### config.mk
export PLATFORM = sky130hd
export DESIGN_NAME = regfile_ctrl
export DESIGN_NICKNAME = d
export VERILOG_FILES = /design/src/rtl/cpu_pkg.sv /design/src/rtl/rr_arbiter2.sv /design/src/rtl/regfile_ctrl.sv
export SDC_FILE = /design/constraint.sdc
export NUM_CORES = 1
export LEC_CHECK = 0
export CORE_UTILIZATION = 39
export CTS_CLUSTER_DIAMETER = 40
export DETAILED_ROUTE_END_ITERATION = 10
export PLACE_DENSITY = 0.8
export SKIP_CTS_REPAIR_TIMING = 1
export SLEW_MARGIN = 25
export SYNTH_ARGS = -nofsm -noshare
export SYNTH_HDL_FRONTEND = slang
export SYNTH_HIERARCHICAL = 1
export SYNTH_SLANG_ARGS = --single-unit
### constraint.sdc
create_clock -name clk -period 2.81 [get_ports clk]
set_input_delay 0.562 -clock clk [delete_from_list [all_inputs] [get_ports clk]]
set_output_delay 0.562 -clock clk [all_outputs]
set_load 0.005 [all_outputs]
### src/rtl/cpu_pkg.sv
// Shared widths, requester ids and writeback request record for the regfile write path.
package cpu_pkg;

    localparam int DATA_W = 16;
    localparam int ADDR_W = 3;
    localparam int NREG   = 2 ** ADDR_W;

    typedef enum logic {
        REQ_ALU = 1'b0,
        REQ_MEM = 1'b1
    } req_e;

    typedef struct packed {
        logic              valid;
        logic [ADDR_W-1:0] dest;
        logic [DATA_W-1:0] data;
    } wb_req_t;

endpackage

### src/rtl/rr_arbiter2.sv
// Two-requester round-robin arbiter; bit REQ_ALU/REQ_MEM of req_vld/gnt.
// Latency: combinational grant; prio flop updates on the contested edge.
// Backpressure: the loser of a contested cycle wins the next one.
module rr_arbiter2
    import cpu_pkg::*;
(
    input  logic       clk,
    input  logic       reset,
    input  logic [1:0] req_vld,
    output logic [1:0] gnt
);

    req_e prio_q, prio_d;

    always_comb begin
        gnt    = req_vld;
        prio_d = prio_q;
        if (&req_vld) begin
            gnt    = (prio_q == REQ_ALU) ? 2'b01 : 2'b10;
            prio_d = (prio_q == REQ_ALU) ? REQ_MEM : REQ_ALU;
        end
    end

    always_ff @(posedge clk or negedge reset) begin
        if (!reset) begin
            prio_q <= REQ_ALU;
        end else begin
            prio_q <= prio_d;
        end
    end

endmodule

### src/rtl/regfile_ctrl.sv
// Regfile write-port arbiter (ALU vs load) plus per-register busy scoreboard.
// Latency: grant -> rf_w_en next cycle -> regfile write and busy clear on the edge after.
// Backpressure: issue stalls on RAW/WAW; a contested writeback waits at most one cycle.
module regfile_ctrl
    import cpu_pkg::*;
#(
    parameter int DATA_W = cpu_pkg::DATA_W,
    parameter int ADDR_W = cpu_pkg::ADDR_W,
    parameter int NREG   = cpu_pkg::NREG
)(
    input  logic              clk,
    input  logic              reset,
    input  logic              issue_valid,
    input  logic [ADDR_W-1:0] issue_dest,
    input  logic [ADDR_W-1:0] issue_src0,
    input  logic [ADDR_W-1:0] issue_src1,
    output logic              issue_stall,
    input  logic              alu_valid,
    input  logic [ADDR_W-1:0] alu_dest,
    input  logic [DATA_W-1:0] alu_data,
    output logic              alu_ready,
    input  logic              mem_valid,
    input  logic [ADDR_W-1:0] mem_dest,
    input  logic [DATA_W-1:0] mem_data,
    output logic              mem_ready,
    output logic [ADDR_W-1:0] rf_dest,
    output logic [DATA_W-1:0] rf_w_in,
    output logic              rf_w_en,
    output logic [NREG-1:0]   busy,
    output logic              wb_orphan
);

    wb_req_t           alu_req, mem_req, win_req;
    logic [1:0]        gnt;
    logic              issue_accept;

    logic [NREG-1:0]   busy_q, busy_d;
    logic              rf_w_en_q, rf_w_en_d;
    logic [ADDR_W-1:0] rf_dest_q, rf_dest_d;
    logic [DATA_W-1:0] rf_w_in_q, rf_w_in_d;

    assign alu_req = '{valid: alu_valid, dest: alu_dest, data: alu_data};
    assign mem_req = '{valid: mem_valid, dest: mem_dest, data: mem_data};

    rr_arbiter2 u_arb (
        .clk     (clk),
        .reset   (reset),
        .req_vld ({mem_req.valid, alu_req.valid}),
        .gnt     (gnt)
    );

    assign alu_ready = gnt[REQ_ALU];
    assign mem_ready = gnt[REQ_MEM];

    // A lone valid is always granted, so the selected record's valid is "some grant".
    assign win_req = gnt[REQ_MEM] ? mem_req : alu_req;

    assign issue_stall  = issue_valid &
                          (busy_q[issue_src0] | busy_q[issue_src1] | busy_q[issue_dest]);
    assign issue_accept = issue_valid & ~issue_stall;

    assign wb_orphan = rf_w_en_q & ~busy_q[rf_dest_q];

    always_comb begin
        rf_w_en_d = win_req.valid;
        rf_dest_d = rf_dest_q;
        rf_w_in_d = rf_w_in_q;
        if (win_req.valid) begin
            rf_dest_d = win_req.dest;
            rf_w_in_d = win_req.data;
        end
    end

    // Clear and set never hit the same bit: issue to a busy dest stalls.
    always_comb begin
        busy_d = busy_q;
        if (rf_w_en_q) begin
            busy_d[rf_dest_q] = 1'b0;
        end
        if (issue_accept) begin
            busy_d[issue_dest] = 1'b1;
        end
    end

    always_ff @(posedge clk or negedge reset) begin
        if (!reset) begin
            busy_q    <= '0;
            rf_w_en_q <= 1'b0;
            rf_dest_q <= '0;
            rf_w_in_q <= '0;
        end else begin
            busy_q    <= busy_d;
            rf_w_en_q <= rf_w_en_d;
            rf_dest_q <= rf_dest_d;
            rf_w_in_q <= rf_w_in_d;
        end
    end

    assign busy    = busy_q;
    assign rf_w_en = rf_w_en_q;
    assign rf_dest = rf_dest_q;
    assign rf_w_in = rf_w_in_q;

endmodule

## Word-level counts from Yosys, hierarchy flattened

Cells that the tools add are included.

- Bits in registers: 29
- Bits in latches: 0
- Memory bits (writable): 0
- ROM bits: 0
- Bits of input ports: 52
- Word-level logic and storage cells: 42
- Memories: 0

- $add $sub $neg: 0
- Multiply operators: 0
- Divide/modulo/power cells: 0
- Order comparisons: 6
- Equality and inequality tests: 0
- Shift operators: 0
- Mux-type cells: 18
- Bitwise operators: 10
- Reductions and logical operators: 3

Operator list:

| cell | count |
|---|---|
| $mux W20 | 1 |
| $lt A3 B4 Y1 const B | 4 |
| $mux W8 | 2 |
| $bmux W1 S3 | 4 |
| $and A8 B8 Y8 | 1 |
| $not A8 Y8 | 1 |
| $or A8 B8 Y8 | 1 |
| $mux W1 | 7 |
| $demux W1 S3 | 2 |
| $ge A3 B1 Y1 const B | 2 |
| $mux W2 | 2 |
| $and A1 B1 Y1 | 3 |
| $logic_and A1 B1 Y1 | 2 |
| $not A1 Y1 | 2 |
| $or A1 B1 Y1 | 2 |
| $reduce_and A2 Y1 | 1 |

## Longest topological paths before layout

- Depth after elaboration: 9
- Mapped depth: 7
- Gate-level depth less buffers: 5

## Cells and area by module

Netlist, hierarchy kept.

By module, submodules not included:

| module | instances | cells each | area an instance (um2) | seq. area each (um2) |
|---|---|---|---|---|
| regfile_ctrl | 1 | 140 | 1541.5 | 700.7 |
| rr_arbiter2 | 1 | 6 | 56.3 | 25.0 |

## Least setup slack after synthesis

Ideal clock, no wire load.

- Kind: input-to-output
- Start: input port issue_dest[1]
- End: output port issue_stall
- Arrival time: 1.762 ns
- Required time: 2.248 ns
- Path slack: 0.486 ns
- Stages: 4
- Cell sequence: clkbuf_1 mux4_2 mux2_2 o21a_1

- Longest elaborated chain between the ends: 4

RTL lines:

| item | RTL line | text |
|---|---|---|
| from (decl) | regfile_ctrl.sv:14 | `input logic [ADDR_W-1:0] issue_dest,` |
| $bmux W1 S3 | regfile_ctrl.sv:59 | `(busy_q[issue_src0] \| busy_q[issue_src1] \| busy_q[issue_dest]);` |
| $mux W1 (not written as such) | regfile_ctrl.sv:59 |  |
| $or A1 B1 Y1 | regfile_ctrl.sv:59 |  |
| $and A1 B1 Y1 | regfile_ctrl.sv:58 | `assign issue_stall = issue_valid &` |
| to (decl) | regfile_ctrl.sv:17 | `output logic issue_stall,` |

No other way between the ends. The select of a mux whose other input is x is not followed.

## Worst setup path after layout

- Start: register rf_dest_q[1], in the netlist rf_dest[1]
- End: output port wb_orphan

- Longest elaborated chain between the ends: 4

RTL lines:

| item | RTL line | text |
|---|---|---|
| from (decl) | regfile_ctrl.sv:39 | `logic [ADDR_W-1:0] rf_dest_q, rf_dest_d;` |
| from (signal assigned) | regfile_ctrl.sv:94 | `rf_dest_q <= rf_dest_d;` |
| $bmux W1 S3 | regfile_ctrl.sv:62 | `assign wb_orphan = rf_w_en_q & ~busy_q[rf_dest_q];` |
| $mux W1 (not written as such) | regfile_ctrl.sv:62 |  |
| $not A1 Y1 | regfile_ctrl.sv:62 |  |
| $and A1 B1 Y1 | regfile_ctrl.sv:62 |  |
| to (decl) | regfile_ctrl.sv:30 | `output logic wb_orphan` |

No other way between the ends. The select of a mux whose other input is x is not followed.

==> flow_metrics.tcl <==
set metrics [dict create \
    outcome "finished, final reports clean" \
    cp.depth 4 \
    async_flop_share 1.00 \
    drt-total-wl_um 3990 \
    gp_congestion 0.874 \
    yosysWarnings 6 \
    clk_latency_ps 280 \
    fin_crit_ps 2620 \
    grt_pass1_vias 1416 \
    die_area_um2 4360 \
    synth_nets 198 \
    seqCellArea_um2 727 \
    post-route-util 0.688 \
    synth_cells 146 \
    required_ps 2250 \
    endpoint "wb_orphan" \
    min_path_type "register to register" \
    placeableCoreArea_um2 3800 \
    worstPathMaxFanout 9 \
    ios 84 \
    cp.arrival_ps 2060 \
    r2r_slack_ps 950 \
    io_buffers 83 \
    firstDrtPassIters 4 \
    dr_wl_met3_um 503 \
    setup_viol 0 \
    ys_seq_area_frac 0.454 \
    tightest_slew_ps 364 \
    routed_via_density 5.22 \
    p_leak_nw 1.11 \
    synth_area_per_cell_um2 10.9 \
    crit_start "rf_dest[1]$_DFFE_PN0P_" \
    reg2reg_from "busy[7]$_DFF_PN0_" \
    drive_gt1_frac 0.103 \
    crit_slowest_cell "mux4_2" \
    cts_buffer_depth 2 \
    drt_iter0_drc 65 \
    die_w_um 66.0 \
    fp.dieH_um 66.0 \
    dp_hpwl_um 3120 \
    synth.distinct_cells 22 \
    route.detailed.drc 0 \
    setup_tns_ps 0 \
    r2r_cells 5 \
    drtAntennaViolNets 0 \
    synth_area_um2 1600 \
    antenna_found_initial 0 \
    clk_pin_slew_ps 60 \
    cts_sinks 29 \
    track_usage 0.213 \
    max_freq_ghz 0.381 \
    period_share 0.933 \
    routed.top_layer "met4" \
    cts_made_buffers 5 \
    yosys_register_bits 29 \
    end_kind "output port" \
    fin_skew_ps 3.83 \
    routed-wl-met2_um 1740 \
    cts_tree "yes" \
    n_antenna_cell 0 \
    cp_slowest_stage_delay_ps 530 \
    synth-edff-count 0 \
    num_vias 1471 \
    initial_core_util 0.421 \
    power_density_nw_per_um2 717 \
    synthFlopType "dfrtp_1" \
    post_drt_wl_per_cell_um 14.2 \
    critPathLaunchType "register" \
    multi_input_comb_area_um2 825 \
    crit_buf_inv 1 \
    wirelength_met1_um 1690 \
    grt-ovfl-total 0 \
    rows 22 \
    finalNetCount 286 \
    worstReg2RegEnd "busy[1]$_DFF_PN0_" \
    maxSlewHeadroom 0.757 \
    grt_max_degree 40 \
    finalMaxSlewViolations 0 \
    cap_violations 0 \
    min-delay-start "rf_w_in[1]$_DFFE_PN0P_" \
    area_growth_pct 63.7 \
    timing.final.hold_violations 0 \
    root_buffer "clkbuf_8" \
    timing.hold.ws_ps 475 \
    critical-path-top-delay-family "multiplexers" \
    ir_drop_uv 414 \
    hold_depth 2 \
    h-tree-depth 2 \
    fillers 324 \
    worstPathCellList "mux4_2 -> mux2i_1 -> and2_1 -> clkdlybuf4s50_1" \
    rsz0062_at_grt "false" \
    grt_pass1_wl_um 6730 \
    criticalPathCategory "register to output port" \
]
cell type report:
class / instances / area share
inverter: 3 / 0.00431
timing repair buffer: 90 / 0.346
clock buffer: 7 / 0.0330
tap: 48 / 0.0230
multi-input combinational: 105 / 0.315
sequential: 29 / 0.278
cells in the final DEF (no fill, tap or decap):
master,netlist,final
clkdlybuf4s50_1,0,79
dfrtp_1,29,28
o21ai_0,27,27
nand2_1,24,24
mux2i_1,23,22
mux4_2,4,6
o41ai_1,6,6
clkbuf_8,0,6
buf_4,0,6
dlymetal6s2s_1,0,4
nand2b_1,3,3
inv_1,3,3
mux4_1,4,2
nand3b_1,2,2
nor4_1,2,2
o31ai_1,2,2
nand2_2,1,1
nand3_1,1,1
and2_1,1,1
mux2_2,1,1
o21a_1,1,1
mux2i_2,0,1
clkbuf_1,7,1
buf_12,0,1
dfrtp_2,0,1
a21boi_0,1,1
a21boi_2,0,1
xnor2_1,1,1
cells in the mapped netlist (2+ instances only):
cell type | n | area [um^2]
nand2_1 | 24 | 90.1
mux4_2 | 4 | 90.1
clkbuf_1 | 7 | 26.3
mux4_1 | 4 | 105
o31ai_1 | 2 | 15.0
nand2b_1 | 3 | 18.8
o41ai_1 | 6 | 52.6
dfrtp_1 | 29 | 726
nor4_1 | 2 | 12.5
buf_2 | 2 | 10.0
inv_1 | 3 | 11.3
nand3b_1 | 2 | 15.0
o21ai_0 | 27 | 135
mux2i_1 | 23 | 230
sequential cells by signal, summed over array words and instances (netlist names):
signal        count
busy              8
rf_dest           3
rf_w_en           1
rf_w_in          16
u_arb/prio_q      1
worst min-delay path by stage:
stage                                    endpoint
after floorplan                 busy[0]$_DFF_PN0_
after CTS                  rf_w_in[1]$_DFFE_PN0P_
after global placement    rf_w_in[13]$_DFFE_PN0P_
final                      rf_w_in[1]$_DFFE_PN0P_
after global routing      rf_w_in[13]$_DFFE_PN0P_
after detailed placement   rf_w_in[1]$_DFFE_PN0P_
tightest hold or removal path: stages (launching register included):
cell and delay (ps):
dfrtp_1 340, nand2_1 40, o21ai_0 60
layer usage:
metal,up-vias,GRT usage
met2,73,0.313
met1,680,0.262
met4,0,0.0798
met5,-,0
met3,6,0.116
li1,712,-
cell families (layout without fill, tap and decap cells):
group,count (synthesis),after routing,synth area share
AOI/OAI and AO/OA,38,38,0.141
xor gates and xnor gates,1,1,0.00548
buffers and inverters,12,100,0.0298
DFF,29,29,0.454
muxes,32,32,0.273
and+or+nand+nor,34,34,0.0963
metrics by stage:
stage	cells	instance area, um^2	power [mW]	setup WS [ps]
2_1_floorplan	146	1600	1.05	486
3_3_place_gp	275	2520	1.54	-224
3_5_place_dp	275	2520	1.55	-266
4_1_cts	282	2610	1.90	-269
5_1_grt	282	2620	2.02	48.1
6_report	282	2620	1.87	188
report_power, final:
part / switching (mW) / total [mW] / internal [mW] / leakage, nW
logic: 0.289 / 0.827 / 0.538 / 0.712
clock network: 0.142 / 0.335 / 0.194 / 0.0443
registers: 0.163 / 0.712 / 0.549 / 0.354
Power figures use the tool's default switching activity.
